--- src/rtl/cache_fill_ctrl_pkg.sv ---
// Shared constants, state encoding and address helpers for the cache line-fill controller.
package cache_fill_ctrl_pkg;

    localparam int WORDS_PER_LINE = 8;
    localparam int NUM_WORDS      = 64;
    localparam int ADDR_W         = 16;
    localparam int DATA_W         = 16;

    localparam int OFF_W   = $clog2(WORDS_PER_LINE);
    localparam int CNT_W   = OFF_W + 1;
    localparam int ENT_W   = $clog2(NUM_WORDS);
    localparam int IDX_W   = ENT_W - OFF_W;
    localparam int OFF_LSB = 1;
    localparam int IDX_LSB = OFF_LSB + OFF_W;

    typedef enum logic [1:0] {
        ST_IDLE = 2'd0,
        ST_FILL = 2'd1,
        ST_DONE = 2'd2
    } state_t;

    // Byte address of the first word of the line containing addr.
    function automatic logic [ADDR_W-1:0] line_base(input logic [ADDR_W-1:0] addr);
        return {addr[ADDR_W-1:IDX_LSB], IDX_LSB'(0)};
    endfunction

endpackage

--- src/rtl/cache_fill_ctrl_dec.sv ---
// 6-bit index to 64-bit one-hot decoder with enable; all-zero when disabled.
module onehot_dec_6to64
    import cache_fill_ctrl_pkg::*;
(
    input  logic                 i_en,
    input  logic [ENT_W-1:0]     i_idx,
    output logic [NUM_WORDS-1:0] o_onehot
);

    for (genvar gi = 0; gi < NUM_WORDS; gi++) begin : g_dec
        assign o_onehot[gi] = i_en && (i_idx == ENT_W'(gi));
    end

endmodule

--- src/rtl/cache_fill_ctrl.sv ---
// Cache line-fill controller: fetches one line on a miss and writes it into the data array.
// Optional critical-word forwarding is built when FILL_EARLY_RESTART_EN is defined.
module cache_fill_ctrl
    import cache_fill_ctrl_pkg::*;
(
    input  logic                 clk,
    input  logic                 rst,
    input  logic                 miss,
    input  logic [ADDR_W-1:0]    miss_addr,
    output logic                 mem_rd_en,
    output logic [ADDR_W-1:0]    mem_addr,
    input  logic [DATA_W-1:0]    mem_data,
    input  logic                 mem_valid,
    output logic                 data_write,
    output logic [NUM_WORDS-1:0] block_en_lo,
    output logic [NUM_WORDS-1:0] block_en_hi,
    output logic [DATA_W-1:0]    data_out,
    output logic                 tag_write,
    output logic                 stall
`ifdef FILL_EARLY_RESTART_EN
    ,
    output logic                 crit_valid,
    output logic [DATA_W-1:0]    crit_data
`endif
);

    state_t                r_state;
    state_t                w_state_next;
    logic [CNT_W-1:0]      r_issue_cnt;
    logic [CNT_W-1:0]      r_ret_cnt;
    logic [ADDR_W-1:0]     r_base;
    logic [IDX_W-1:0]      r_line_idx;
    logic                  w_accept;
    logic                  w_issue;
    logic                  w_ret;
    logic                  w_last_ret;
    logic [ENT_W-1:0]      w_ent_idx;
    logic [NUM_WORDS-1:0]  w_onehot;
    logic                  w_unused;

    assign w_accept   = (r_state == ST_IDLE) && miss;
    assign w_issue    = (r_state == ST_FILL) && !r_issue_cnt[OFF_W];
    assign w_ret      = (r_state == ST_FILL) && mem_valid;
    assign w_last_ret = w_ret && (r_ret_cnt[OFF_W-1:0] == OFF_W'(WORDS_PER_LINE - 1));
    assign w_unused   = ^{miss_addr[IDX_LSB-1:0], r_ret_cnt[OFF_W]};

    always_ff @(posedge clk or negedge rst) begin
        if (!rst) begin
            r_state <= ST_IDLE;
        end else begin
            r_state <= w_state_next;
        end
    end

    always_comb begin
        w_state_next = r_state;
        case (r_state)
            ST_IDLE: if (miss)       w_state_next = ST_FILL;
            ST_FILL: if (w_last_ret) w_state_next = ST_DONE;
            ST_DONE:                 w_state_next = ST_IDLE;
            default:                 w_state_next = ST_IDLE;
        endcase
    end

    always_ff @(posedge clk or negedge rst) begin
        if (!rst) begin
            r_issue_cnt <= '0;
            r_ret_cnt   <= '0;
            r_base      <= '0;
            r_line_idx  <= '0;
        end else if (w_accept) begin
            r_issue_cnt <= '0;
            r_ret_cnt   <= '0;
            r_base      <= line_base(miss_addr);
            r_line_idx  <= miss_addr[IDX_LSB +: IDX_W];
        end else begin
            if (w_issue) r_issue_cnt <= r_issue_cnt + CNT_W'(1);
            if (w_ret)   r_ret_cnt   <= r_ret_cnt + CNT_W'(1);
        end
    end

    // Stall in IDLE follows miss directly so the pipeline freezes in the acceptance cycle.
    always_comb begin
        mem_rd_en  = 1'b0;
        mem_addr   = '0;
        data_write = 1'b0;
        data_out   = '0;
        tag_write  = 1'b0;
        stall      = 1'b0;
        case (r_state)
            ST_IDLE: stall = miss & rst;
            ST_FILL: begin
                stall     = 1'b1;
                mem_rd_en = w_issue;
                if (w_issue) mem_addr = r_base + ADDR_W'({r_issue_cnt[OFF_W-1:0], 1'b0});
                data_write = mem_valid;
                if (mem_valid) data_out = mem_data;
            end
            ST_DONE: begin
                stall     = 1'b1;
                tag_write = 1'b1;
            end
            default: ;
        endcase
    end

    assign w_ent_idx = {r_line_idx, r_ret_cnt[OFF_W-1:0]};

    onehot_dec_6to64 u_dec (
        .i_en     (data_write),
        .i_idx    (w_ent_idx),
        .o_onehot (w_onehot)
    );

    assign block_en_lo = w_onehot;
    assign block_en_hi = w_onehot;

`ifdef FILL_EARLY_RESTART_EN
    logic [OFF_W-1:0] r_crit_off;

    always_ff @(posedge clk or negedge rst) begin
        if (!rst) begin
            r_crit_off <= '0;
        end else if (w_accept) begin
            r_crit_off <= miss_addr[OFF_LSB +: OFF_W];
        end
    end

    assign crit_valid = data_write && (r_ret_cnt[OFF_W-1:0] == r_crit_off);
    assign crit_data  = crit_valid ? mem_data : '0;
`endif

endmodule

--- config.mk ---
export PLATFORM = sky130hd
export DESIGN_NAME = cache_fill_ctrl
export DESIGN_NICKNAME = d
export VERILOG_FILES = /design/src/rtl/cache_fill_ctrl_pkg.sv /design/src/rtl/cache_fill_ctrl_dec.sv /design/src/rtl/cache_fill_ctrl.sv
export SDC_FILE = /design/constraint.sdc
export NUM_CORES = 1
export LEC_CHECK = 0
export ABC_AREA = 1
export BUFFER_PORTS_ARGS = -buffer_cell sky130_fd_sc_hd__buf_2
export CAP_MARGIN = 20
export CORE_ASPECT_RATIO = 0.8
export CORE_UTILIZATION = 33
export CTS_BUF_LIST = sky130_fd_sc_hd__clkbuf_4 sky130_fd_sc_hd__clkbuf_8 sky130_fd_sc_hd__clkbuf_16
export DETAILED_ROUTE_END_ITERATION = 6
export PLACE_DENSITY = 0.69
export SETUP_SLACK_MARGIN = 0.15
export SYNTH_ARGS = -nofsm -noshare
export SYNTH_HDL_FRONTEND = slang
export SYNTH_SLANG_ARGS = --single-unit
--- constraint.sdc ---
create_clock -name clk -period 2.2 [get_ports clk]
set_input_delay 0.22 -clock clk [delete_from_list [all_inputs] [get_ports clk]]
set_output_delay 0.22 -clock clk [all_outputs]
set_load 0.02 [all_outputs]
# Yosys cells after proc, flatten, opt, wreduce, memory -nomap -nowiden
# Index checks and enable logic that the tools add are counted.
[totals]
regBits = 25
inputBits = 36
word_cells = 167
[classes]
n_eq_ne = 68
n_reduce_logical = 75
n_bitwise = 1
n_mux = 15
add_sub_neg = 3
[ops]
columns = ["operator", "count"]
rows = [
  ["$eq A6 B6 Y1 const B", 32],
  ["$eq A6 B5 Y1 const B", 16],
  ["$logic_and A1 B1 Y1", 68],
  ["$mux W16", 4],
  ["$eq A6 B4 Y1 const B", 8],
  ["$eq A6 B3 Y1 const B", 4],
  ["$add A16 B4 Y16", 1],
  ["$mux W4", 4],
  ["$eq A6 B2 Y1 const B", 2],
  ["$add A4 B1 Y4 const B", 2],
  ["$eq A6 B1 Y1 const B", 1],
  ["$logic_not A6 Y1", 1],
  ["$mux W2", 2],
  ["$ne A2 B2 Y1 const B", 2],
  ["$pmux W2 S2", 1],
  ["$reduce_bool A2 Y1", 2],
  ["$eq A3 B3 Y1 const B", 1],
  ["$mux W1", 3],
  ["$eq A2 B1 Y1 const B", 1],
  ["$eq A2 B2 Y1 const B", 1],
  ["$logic_not A2 Y1", 1],
  ["$pmux W1 S2", 1],
  ["$reduce_and A2 Y1", 1],
  ["$reduce_or A2 Y1", 1],
  ["2 further kinds", 2],
]

# Logic depth before layout (Yosys ltp)
[logic_depth]
word_depth = 5
mapped_depth = 8
ltp_nobuf = 7

# Modules after synthesis
# From an unflattened synthesis, not the netlist that was laid out.
[hier_totals]
hier_cells = 339
area_unflattened_um2 = 2183.3
[modules_own_cells]
columns = ["module", "n_inst", "area_per_inst_um2", "seq_area_each_um2", "cells_per_inst"]
rows = [
  ["cache_fill_ctrl", 1, 1737.9, 525.5, 235],
  ["onehot_dec_6to64", 1, 445.4, 0.0, 104],
]

# Worst setup path after synthesis
# Ideal clock, no wire load.
[synth_path]
path_kind = "register -> output"
start = "register r_state[1]"
end = "output block_en_lo[0]"
slack_ns = 0.210
required_ns = 1.980
stages_incl_launch_ff = 9
arrival_ns = 1.770
cell_sequence = "dfrtp_1 inv_1 ha_1 nand2_2 clkinv_4 nand3_4 buf_6 nor2_1 buf_4"
[synth_between]
elab_chain_cells = 3
[synth_rtl]
columns = ["element", "line", "rtl"]
rows = [
  ["start: declaration", "cache_fill_ctrl.sv:27", "state_t r_state;"],
  ["start signal: assignment", "cache_fill_ctrl.sv:51", "r_state <= w_state_next;"],
  ["$eq A2 B1 Y1", "cache_fill_ctrl.sv:90", "case (r_state)"],
  ["$mux W1", "cache_fill_ctrl.sv:90", ""],
  ["net data_write", "cache_fill_ctrl.sv:14", "output logic data_write,"],
  ["$logic_and A1 B1 Y1", "cache_fill_ctrl_dec.sv:11", "assign o_onehot[gi] = i_en && (i_idx == ENT_W'(gi));"],
  ["end: declaration", "cache_fill_ctrl.sv:15", "output logic [NUM_WORDS-1:0] block_en_lo,"],
]
# The timed path passes the listed nets, and every way through them passes these cells.

# Worst setup path in the final report
[layout_path]
start = "register r_state[1]"
end = "output block_en_lo[28]"
[layout_between]
elab_chain_cells = 3
[layout_rtl]
columns = ["element", "line"]
rows = [
  ["$eq A2 B1 Y1", "cache_fill_ctrl.sv:90"],
  ["$mux W1", "cache_fill_ctrl.sv:90"],
  ["$logic_and A1 B1 Y1", "cache_fill_ctrl_dec.sv:11"],
]
# Every way passes these cells.

==> key figures <==
Logic synthesis
  – Gate Count Post-Synth: between 300 and 400
  – Top cell type by total area after synthesis: dfrtp_1
  – Netlist Area Pre-Place: around 2200 sq um
  – Yosys cell types: 21
  – Seq cells post-synth: 21
  – Ys Warns: 0
  – Top post-synthesis cells by area: dfrtp_1 24%, buf_4 22%, nor2_1 17%
  – Synth async-reset ratio: 1.00
  – Synth Net Count: 380
  – Syn avg cell area: 6.64 sq um
  – EDFF count, synth: 0
  – Register area share after synthesis: 0.238
  – Main flop type after synthesis: dfrtp_1
  – Synth top area share: 0.238

Clock network
  – Worst-case clock buffer depth: 2
  – Latest clock arrival within the worst-skew pair: 260 ps
  – CTS Buf Count: 3
  – Clock Root Buffer: clkbuf_8
  – H-tree depth: 1
  – TritonCTS sink count: 21
  – Clock transition at path regs: roughly 70 ps
  – CTS tree: yes

Die
  – Initial Utilization: 0.344
  – Die height: between 70 and 80 um
  – Cell row count: 26
  – Die area: between 7000 and 8000 sq um
  – Die width: 93.4 um
  – I/O pins: 200
  – Placeable Area: between 6000 and 7000 sq um

Layout
  – Filler Cells Inserted: around 700
  – Post-Layout Inst Area: approximately 3100 sq um
  – Layout cell share with drive strength beyond 1: 0.538
  – Layout net count: about 520
  – # diodes: 0
  – Area grow syn2layout: 40.7%

STA
  – Hold violation count in the final report: 0
  – Hold WS: between 150 and 200 ps
  – Clk_skew: approximately 3.6 ps
  – RSZ-0062 raised after global routing: yes
  – Post-layout min period: around 2000 ps
  – TNS Setup: 0 ps
  – Fmax: 0.504 GHz
  – # setup viols final: 0
  – Max-slew violation count: 0
  – Fin crit share: 0.902

Worst setup path
  – Register-to-register setup slack: approximately 650 ps
  – Worst-path cell chain: inv_2 > ha_4 > nand2_8 > clkinv_8 > nand3_4 > nor2_2 > buf_2
  – CP max stage cell: dfrtp_1
  – Critical path peak fanout: 8
  – CP required: 1980 ps
  – CP startpoint kind: flop
  – Worst Setup End Kind: output pin
  – Critical Path Max Stage Delay: about 420 ps
  – Kind of critical path: flop to output pin
  – Arr. time, crit path: approximately 1800 ps

Placed design
  – Post-Place Cell Area: about 2700 sq um
  – Port bufs: 194
  – Placer congestion estimate: between 0.7 and 0.8
  – Detail Placement HPWL: just over 5000 um

Drt
  – Drt drc: 0
  – 1st-pass router iterations: 4
  – Total wire length: roughly 7000 um
  – Drt via density: between 4 and 5
  – Avg WL per Cell: between 10 and 15 um
  – DRT iter0 DRCs: 60
  – Detailed-route via count: between 2000 and 2500
  – Post-route ant nets: 0

Global routing
  – Largest net degree at the start of global routing: 26
  – Vias in the first global route: around 2000
  – Overflow after GRT: 0
  – Initial antenna violation count: 0
  – First-pass GRT wire length: about 10000 um
  – Total global-route track usage: 0.191

Power and ir drop
  – Max VDD drop: approximately 0.00054 V
  – Pwr Density: just over 800 nW/um^2
  – Leakage power: around 1.9 nW
  – Total power: about 2.5 mW

Run status
  – Status: finished clean

Run
  – Max cap viols: 0

Hold path
  – Hold crit path type: input port to flop
==> worst max-delay path: cells and delay by family (launching register included) <==
kind | cells | cell delay [ps]
adders and majority gates | 1 | 200
buffers and inverters | 3 | 390
DFF | 1 | 420
and+or+nand+nor | 3 | 490
==> cells in the final DEF, fill, tap and decap left out, drive strengths merged <==
master	count
clkinvlp	2
nor2	102
dfrtp	21
nand3	28
a21oi	1
clkinv	1
clkbuf	4
ha	12
conb	1
o21ai	16
dlygate4sd3	1
inv	41
buf	201
nand2	36
nand4	1
==> per-layer routing <==
| metal | up-vias | GRT usage | part of all wire |
|---|---|---|---|
| met5 | - | 0 | 0 |
| met1 | 1074 | 0.260 | 0.47 |
| met2 | 121 | 0.321 | 0.45 |
| met4 | 0 | 0.0462 | 0.0088 |
| met3 | 7 | 0.0313 | 0.075 |
| li1 | 1218 | - | - |
==> cells in the mapped netlist, drive strengths merged (2+ instances only) <==
cell    instances
buf            73
inv            42
nand2          36
o21ai          16
ha             12
clkbuf          2
nor2          102
nand3          24
dfrtp          21
==> state kept, by name (all words and copies together), names as in the netlist <==
register,flops
r_base,10
r_issue_cnt,4
r_ret_cnt,3
r_line_idx,2
r_state,2
==> final timing paths <==
| check | from | endpoint | cells after the start |
|---|---|---|---|
| max reg2reg | r_state[0]$_DFFE_PN0P_ | r_line_idx[0]$_DFFE_PN0P_ | 7 |
| min | miss_addr[8] | r_base[8]$_DFFE_PN0P_ | 3 |
| min in group asynchronous | rst | r_issue_cnt[0]$_DFFE_PN0P_ | 3 |
| max in group asynchronous | rst | r_line_idx[1]$_DFFE_PN0P_ | 3 |
| min reg2reg | r_issue_cnt[3]$_DFFE_PN0P_ | r_issue_cnt[3]$_DFFE_PN0P_ | 2 |
| max | r_state[1]$_DFFE_PN0P_ | block_en_lo[28] | 7 |
==> metrics by stage <==
step | worst slack (ps) | utilization | cells
floorplan | 210 | - | 332
detailed placement | 245 | 0.426 | 537
global placement | 322 | 0.426 | 537
finish | 215 | 0.484 | 552
global route | 86.5 | 0.484 | 552
CTS | 156 | 0.469 | 548
==> power by group <==
group | internal [mW] | switching, mW
Sequential | 0.553 | 0.193
Combinational | 0.467 | 1.07
Clock | 0.141 | 0.118
==> cell families after synthesis <==
group,share of synthesized area
buf+inv,0.333
fa+ha+maj,0.0681
compound gates,0.0386
flops,0.238
other cells,0.00170
simple gates,0.320
==> what timing repair did <==
item                                    in CTS  in global routing
cloned                                       4                  1
gates resized for setup                     36                 17
hold endpoints to repair                    21                  0
setup buffers                                2                  3
endpoints found under the setup margin     143                148
hold buffers                                 1                  0
pin swaps                                    0                  2
==> cell type report <==
cell class,count,area [sq um],share of cell area
multi-input combinational,197,1160,0.373
timing repair buffer,202,1070,0.346
sequential,21,528,0.170
inverter,43,181,0.0585
tap,84,105,0.0339
clock buffer,4,48.8,0.0157
timing repair inverter,1,8.76,0.00282
Power figures use the tool's default switching activity.
